`src/rtl/definitions.sv`:
```
// Shared definitions for the 9-bit accumulator core: data-memory widths and
// the responder state encoding.
package definitions;

   localparam int unsigned DMEM_AW = 8;
   localparam int unsigned DMEM_DW = 8;

   typedef enum logic {
      DM_IDLE,
      DM_CLEAR
   } dmem_state_t;

endpackage : definitions

```
`src/rtl/dmem_array.sv`:
```
// DEPTH x DW data store: one synchronous write port, one asynchronous read port.
module dmem_array #(
   parameter int unsigned AW    = 8,
   parameter int unsigned DW    = 8,
   parameter int unsigned DEPTH = 2**AW
) (
   input  logic          clk_i,
   input  logic          we_i,
   input  logic [AW-1:0] waddr_i,
   input  logic [DW-1:0] wdata_i,
   input  logic [AW-1:0] raddr_i,
   output logic [DW-1:0] rdata_o
);

   logic [DW-1:0] mem_q [DEPTH];

   // Contents are deliberately not reset.
   always_ff @(posedge clk_i) begin
      if (we_i) begin
         mem_q[waddr_i] <= wdata_i;
      end
   end

   assign rdata_o = mem_q[raddr_i];

endmodule : dmem_array

```
`src/rtl/data_mem_responder.sv`:
```
// Registered valid/ready load/store responder for the core's data memory,
// with a one-entry-per-cycle hardware clear sweep.
module data_mem_responder
   import definitions::*;
#(
   parameter int unsigned AW    = DMEM_AW,
   parameter int unsigned DW    = DMEM_DW,
   parameter int unsigned DEPTH = 2**AW
) (
   input  logic          Clk,
   input  logic          Reset_n,
   input  logic          req_valid,
   output logic          req_ready,
   input  logic          req_write,
   input  logic [AW-1:0] req_addr,
   input  logic [DW-1:0] req_wdata,
   output logic          resp_valid,
   output logic [DW-1:0] resp_rdata,
   input  logic          clear_start,
   output logic          clear_busy,
   output logic          clear_done
);

   localparam int unsigned    CW       = AW + 1;
   localparam logic [CW-1:0]  CNT_LAST = CW'(DEPTH - 1);

   dmem_state_t   state_q, state_d;
   logic [CW-1:0] count_q, count_d;
   logic          req_ready_q, req_ready_d;
   logic          resp_valid_q, resp_valid_d;
   logic [DW-1:0] resp_rdata_q, resp_rdata_d;
   logic          clear_busy_q, clear_busy_d;
   logic          clear_done_q, clear_done_d;

   logic          arr_we;
   logic [AW-1:0] arr_waddr;
   logic [DW-1:0] arr_wdata;
   logic [DW-1:0] arr_rdata;

   dmem_array #(
      .AW    (AW),
      .DW    (DW),
      .DEPTH (DEPTH)
   ) u_array (
      .clk_i   (Clk),
      .we_i    (arr_we),
      .waddr_i (arr_waddr),
      .wdata_i (arr_wdata),
      .raddr_i (req_addr),
      .rdata_o (arr_rdata)
   );

   always_ff @(posedge Clk or negedge Reset_n) begin
      if (!Reset_n) begin
         state_q      <= DM_IDLE;
         count_q      <= '0;
         req_ready_q  <= 1'b1;
         resp_valid_q <= 1'b0;
         resp_rdata_q <= '0;
         clear_busy_q <= 1'b0;
         clear_done_q <= 1'b0;
      end else begin
         state_q      <= state_d;
         count_q      <= count_d;
         req_ready_q  <= req_ready_d;
         resp_valid_q <= resp_valid_d;
         resp_rdata_q <= resp_rdata_d;
         clear_busy_q <= clear_busy_d;
         clear_done_q <= clear_done_d;
      end
   end

   // Write port belongs to the request in IDLE and to the sweep in CLEAR.
   always_comb begin
      state_d      = state_q;
      count_d      = count_q;
      req_ready_d  = req_ready_q;
      resp_valid_d = 1'b0;
      resp_rdata_d = resp_rdata_q;
      clear_busy_d = clear_busy_q;
      clear_done_d = 1'b0;
      arr_we       = 1'b0;
      arr_waddr    = req_addr;
      arr_wdata    = req_wdata;

      case (state_q)
         DM_IDLE: begin
            if (req_valid && req_ready_q) begin
               resp_valid_d = 1'b1;
               if (req_write) begin
                  arr_we       = 1'b1;
                  resp_rdata_d = req_wdata;
               end else begin
                  resp_rdata_d = arr_rdata;
               end
            end
            // A request accepted alongside the clear still completes.
            if (clear_start) begin
               state_d      = DM_CLEAR;
               count_d      = '0;
               req_ready_d  = 1'b0;
               clear_busy_d = 1'b1;
            end
         end
         DM_CLEAR: begin
            arr_we    = 1'b1;
            arr_waddr = count_q[AW-1:0];
            arr_wdata = '0;
            if (count_q == CNT_LAST) begin
               state_d      = DM_IDLE;
               count_d      = '0;
               req_ready_d  = 1'b1;
               clear_busy_d = 1'b0;
               clear_done_d = 1'b1;
            end else begin
               count_d = count_q + CW'(1);
            end
         end
         default: begin
            state_d = DM_IDLE;
         end
      endcase
   end

   assign req_ready  = req_ready_q;
   assign resp_valid = resp_valid_q;
   assign resp_rdata = resp_rdata_q;
   assign clear_busy = clear_busy_q;
   assign clear_done = clear_done_q;

endmodule : data_mem_responder
```
`config.mk`:
```
export PLATFORM = sky130hd
export DESIGN_NAME = data_mem_responder
export DESIGN_NICKNAME = d
export VERILOG_FILES = /design/src/rtl/definitions.sv /design/src/rtl/dmem_array.sv /design/src/rtl/data_mem_responder.sv
export SDC_FILE = /design/constraint.sdc
export NUM_CORES = 2
export LEC_CHECK = 0
export BUFFER_PORTS_ARGS = -buffer_cell sky130_fd_sc_hd__buf_2
export CAP_MARGIN = 20
export CORE_MARGIN = 4
export CORE_UTILIZATION = 50
export DETAILED_ROUTE_END_ITERATION = 8
export HOLD_SLACK_MARGIN = 0.12
export PLACE_DENSITY = 0.65
export SYNTH_ARGS = -nofsm -noshare
export SYNTH_HDL_FRONTEND = slang
export SYNTH_HIERARCHICAL = 1
export SYNTH_SLANG_ARGS = --single-unit
```
`constraint.sdc`:
```
create_clock -name Clk -period 15.2 [get_ports Clk]
set_input_delay 2.28 -clock Clk [delete_from_list [all_inputs] [get_ports Clk]]
set_output_delay 2.28 -clock Clk [all_outputs]
set_load 0.01 [all_outputs]
```
# == After elaboration in Yosys (flattened, before gate mapping) ==
# Memory sizes are Yosys's and may differ from the RTL's. A register that Yosys moved wholly into a read port is not among the register bits.
# Index checks and enable logic that the tools add are counted.
# classes
n_addsub,1
n_eq_ne,3
muxes,23
bitwise,1
reduce_logical,4
# ops
cell,count
$mux 9,2
$pmux 9 s2,1
$mux 8,2
$mux 1,14
$add 9x1->9 const B,1
$eq 9x8->1 const B,1
$pmux 1 s2,4
$reduce_and 2->1,2
$ne 2x1->1 const B,1
$ne 2x2->1 const B,1
$logic_and 1x1->1,1
$logic_not 1->1,1
$not 1->1,1
# word_totals
reg_bits,14
mem_bits_rw,2048
mem_count,1
# mem_list
name,words,width,read_ports,rd_ports_with_merged_regs,wr,line,text
u_array.mem_q,256,8,1,1,1,dmem_array.sv:15,logic [DW-1:0] mem_q [DEPTH];

# == Logic depth before layout (Yosys ltp) ==
# depth
word_depth,5
ltp_mapped,13
ltp_nobuf,8

# == Modules after synthesis ==
# Netlist, hierarchy kept.
# by_module_without_submodules
module,n_inst,cells_per_inst,area_per_inst_um2,seq_area_each_um2
dmem_array,1,3725,79396.1,61499.0
data_mem_responder,1,122,1218.7,551.8

# == Least setup slack after synthesis ==
# OpenSTA, ideal clock, no wires.
# synth_timing
path_type,input to register
startpoint,in req_wdata[4]
endpoint,"mem u_array.mem_q[0][4], data pin"
arrival_time_ps,8425
required_ps,13745
slack_ps,5320
path_stages,1
n_path_buf,0
cell_sequence,nor2b_1
# synth_via
elab_chain_cells,1
# synth_lines
item,line,text
from (decl),data_mem_responder.sv:16,"input logic [DW-1:0] req_wdata,"
$mux 8,data_mem_responder.sv:86,case (state_q)
to (decl),dmem_array.sv:15,
# Every way passes these cells.

==> impl.org <==
** GRT
- Entering global routing, the biggest net connects 217 pins.
- GRT Resource Usage Total :: 0.231
- The initial antenna violation count was 5.
- Number of global-route vias before repair :: 39297
- Summed over all layers, the global routing overflow is 0.
- The first global-routing pass estimated 281 mm of wire.

** Drt
- Using the TritonRoute via totals, the vias-per-cell ratio works out to about 6.3.
- Routed WL :: 193 mm
- Number of iterations in the first detailed-routing pass :: 5
- Remaining antenna violation count after routing :: 0
- The final route contains 39427 vias.
- The detailed router finished its first iteration with 5011 violations.
- Dividing the detail-routed wire length by the instance count gives 30.9 microns.
- In the routed design, unresolved DRC markers number 0.

** Synthesis
- Synthesized cell area :: 80600 sq um
- A synthesized cell averages 21.0 sq um.
- In the synthesized netlist the async set-or-reset flop fraction comes to 0.0106.
- The number of different library cells used by synthesis comes to 69.
- Sequential area share after synthesis :: 0.770
- In this run, synthesis produced a sequential element count of 2070.
- The Yosys step of the flow raised 6 warnings.
- Instance count of the mapped netlist :: 3847
- The synthesized design contains 2048 enable-type register cells.
- When the netlist entered floorplanning its net count stood at 3869.
- Among all flip-flop cells after synthesis, the most frequent one is edfxtp_1.

** Timing
- Counting I/O delays and the setup requirement, the final critical path takes roughly 6.6 ns.
- Final period utilization :: 0.432
- Clock skew :: 0.0329 ns
- Final worst hold slack :: ~0.52 ns
- For the final routed database, the setup TNS stands at 0 ns.
- Worst slew pin tran :: roughly 1.3 ns
- Pins over their slew limit :: 0
- Setup violations remaining at the end of the flow were counted as 0.
- The worst pin sits at a relative slew slack of 0.134.
- The count of endpoints failing hold in the final timing report is 0.
- Setup repair after global routing left no endpoint under its margin.
- Fmax achieved :: 152 MHz

** CTS
- Clock Root Buffer :: clkbuf_16
- Number of CTS-inserted buffers :: between 150 and 200
- Clock input transition at the sequential cells of the worst setup and hold paths :: ~0.06 ns
- Post-CTS repair changed the size of 0 cells.
- Post-cts hold buffer count :: 0
- TritonCTS built the clock tree.
- Setup repair bufs after CTS :: 0
- Sink count of the clock tree :: 2070
- Counting along the longest clock path gives a buffer depth of 3.
- The later pin in the worst-skew pair is clocked with a latency of 0.82 ns.
- H-tree Lvls :: 4

** Pwr
- Switching power share of the total :: 0.228
- Of the total power, registers draw 0.534.
- The analysis attributes to net switching a power of between 2 and 3 mW.
- Portion of total power attributed to combinational logic :: 0.074
- Worst IR Drop VDD :: 0.135 mV
- Summed over all cells, the static leakage comes to 27.9 nW.
- Cell Pwr Density :: ~130 nW/um^2
- The share of total power dissipated in the clock network is 0.391.
- Internal Pwr Total :: 9.18 mW
- Total power for the finished layout comes to ~12 mW.

** Setup path
- The largest single stage delay on the critical path is approximately 0.84 ns.
- The cell family contributing the most delay on the critical path is buffers and inverters.
- The critical path contains buffers and inverters numbering 4 combined.
- In this run the worst path has a maximum fanout of 109.
- At the worst endpoint, the arrival time is between 7 and 8 ns.
- The worst setup path is of the input port to register kind.
- The signal on the critical path passes through buf_8, buf_12, buf_4, buf_4, mux4_2, o311ai_0, o22ai_1, nor4_1, nor4_2, mux2i_1, o21ai_0.
- STA classifies the critical path startpoint as an input port.
- STA puts the critical path data required time at 15.87 ns.
- Most Frequent Cell on Critical Path :: buf_4
- Worst-path cell with the longest stage delay :: buf_4
- Capturing element type of the critical path :: register

** Finish
- Share of layout cells above drive strength 1 :: 0.212
- Layout fillers :: 11962
- Summed area of non-filler cells in the final layout :: 88900 sq um
- Growth of design area from synthesis to finish :: 10.3%
- Post-layout nets :: 3947

** Job
- Count of maximum capacitance violations :: 0

** Die
- Effective utilization at floorplan :: 0.503
- Count of pins on the block boundary :: 33
- Number of placement rows :: 147
- Measured along the x axis, the die boundary spans 410 microns.
- In this run the vertical extent of the chip is approximately 410 microns.
- The floorplan step defined a die boundary enclosing 168000 sq um.
- Core region area :: 160000 sq um

** Place
- Summing all placed instances gives a cell area of a little over 80000 sq um.
- Post-DP HPWL :: 113 mm
- The congestion estimate from routability-driven global placement came to 0.859.
- Buffers placed on the I/O ports in this run total 32.

** Status
- Status :: finished, final reports clean

** Min path
- Worst min-delay path class :: register to register
==> tightest hold or removal path, delay by kind of cell (launching register included) <==
family          cells  cell delay [ns]
compound gates      1             0.06
flops               1             0.37
simple gates        1             0.05
==> layer usage <==
layer | share of wire | up-vias | global-route usage
met5 | 0.000083 | - | 0
met4 | 0.034 | 2 | 0.0801
met3 | 0.087 | 338 | 0.0461
met2 | 0.48 | 1897 | 0.355
met1 | 0.40 | 20940 | 0.333
li1 | - | 16250 | -
==> cell usage in the layout (no fill, tap or decap), types with 13 or more instances in the layout <==
cell / n
edfxtp_1: 2048
mux4_2: 454
nor2_1: 282
clkbuf_16: 202
mux2i_1: 142
a22oi_1: 134
a21oi_1: 96
buf_4: 67
clkbuf_1: 51
nand2_1: 50
o221ai_1: 47
clkinv_1: 47
nand3_1: 35
buf_2: 32
nor2b_1: 29
o22ai_1: 28
clkinv_2: 27
o21ai_0: 26
nor3_1: 24
nor4_1: 23
dfrtp_1: 21
a211oi_1: 16
a221oi_1: 13
==> final timing paths <==
check                      slack [ns]  cells after the start           from                    end
setup / recovery                 8.64                     11    req_addr[0]          resp_rdata[6]
hold / removal                   0.52                      2  resp_rdata[7]          resp_rdata[7]
setup reg to reg                11.22                      7        state_q  u_array/mem_q[175][0]
hold reg to reg                  0.52                      2  resp_rdata[7]          resp_rdata[7]
max in group asynchronous       13.32                      1        Reset_n          resp_rdata[5]
min in group asynchronous        1.47                      1        Reset_n             resp_valid
==> state kept, by name, indices dropped and copies added, names as in the netlist <==
name,cells
clear_done,1
u_array/mem_q,2048
clear_busy,1
count_q,9
state_q,1
resp_rdata,8
resp_valid,1
req_ready,1
==> final cells by class <==
type | instances | area [sq um] | share of cell area
Sequential cell | 2070 | 62100 | 0.698
Clock inverter | 99 | 787 | 0.00885
Multi-Input combinational cell | 1530 | 17200 | 0.193
Antenna cell | 2 | 5.00 | 0.0000563
Inverter | 9 | 33.8 | 0.000380
Timing Repair Buffer | 115 | 942 | 0.0106
Clock buffer | 253 | 5250 | 0.0590
Tap cell | 2160 | 2700 | 0.0304
==> logic make-up (layout without fill, tap and decap cells) <==
family                     Yosys count  after routing  share of synthesized area
AOI/OAI and AO/OA                  411            411                     0.0360
xor gates and xnor gates             2              2                   0.000217
adders and majority gates            1              1                   0.000155
buffers and inverters              247            476                     0.0187
DFF                               2070           2070                      0.770
muxes                              605            605                      0.146
other                                0              2                          0
and+or+nand+nor                    511            511                     0.0291
==> stage by stage <==
| stage | setup WS (ns) | util | cells |
|---|---|---|---|
| after floorplan | 5.32 | - | 3847 |
| after global placement | 7.67 | 0.516 | 5875 |
| after detailed placement | 7.64 | 0.516 | 5879 |
| after CTS | 8.52 | 0.554 | 6231 |
| after global routing | 8.15 | 0.555 | 6236 |
| final | 8.64 | 0.555 | 6238 |
==> power groups by stage <==
stage / clock [mW] / combinational, mW / sequential (mW)
5_1_grt: 4.98 / 0.921 / 6.36
3_5_place_dp: 0 / 0.873 / 6.48
6_report: 4.65 / 0.885 / 6.36
2_1_floorplan: 0 / 0.529 / 6.46
3_3_place_gp: 0 / 0.870 / 6.47
4_1_cts: 4.72 / 0.875 / 6.35
==> synth_stat cells (all sizes together) (3+ instances only) <==
| library cell | instances | area [sq um] |
|---|---|---|
| and2 | 6 | 37.5 |
| o221ai | 48 | 427 |
| mux2 | 7 | 78.8 |
| a211oi | 16 | 120 |
| nor2 | 285 | 1070 |
| a22o | 8 | 70.1 |
| o21ai | 28 | 140 |
| nand2b | 10 | 62.6 |
| a22oi | 134 | 1010 |
| dfrtp | 21 | 526 |
| o211ai | 11 | 82.6 |
| mux4 | 456 | 10300 |
| o32ai | 5 | 51.3 |
| mux2i | 142 | 1420 |
| a2111oi | 5 | 52.6 |
| nor4 | 28 | 194 |
| nor2b | 40 | 250 |
| clkbuf | 114 | 428 |
| or2 | 5 | 31.3 |
| inv | 8 | 30.0 |
| o22a | 5 | 43.8 |
| a221oi | 14 | 129 |
| nand4 | 12 | 90.1 |
| nand2 | 50 | 188 |
| nor3 | 24 | 120 |
| nand3 | 36 | 185 |
| edfxtp | 2048 | 61500 |
| nand3b | 3 | 22.5 |
| buf | 124 | 1040 |
| o22ai | 28 | 175 |
| a21oi | 96 | 480 |
Note: power is estimated with default switching activity, not from simulation.
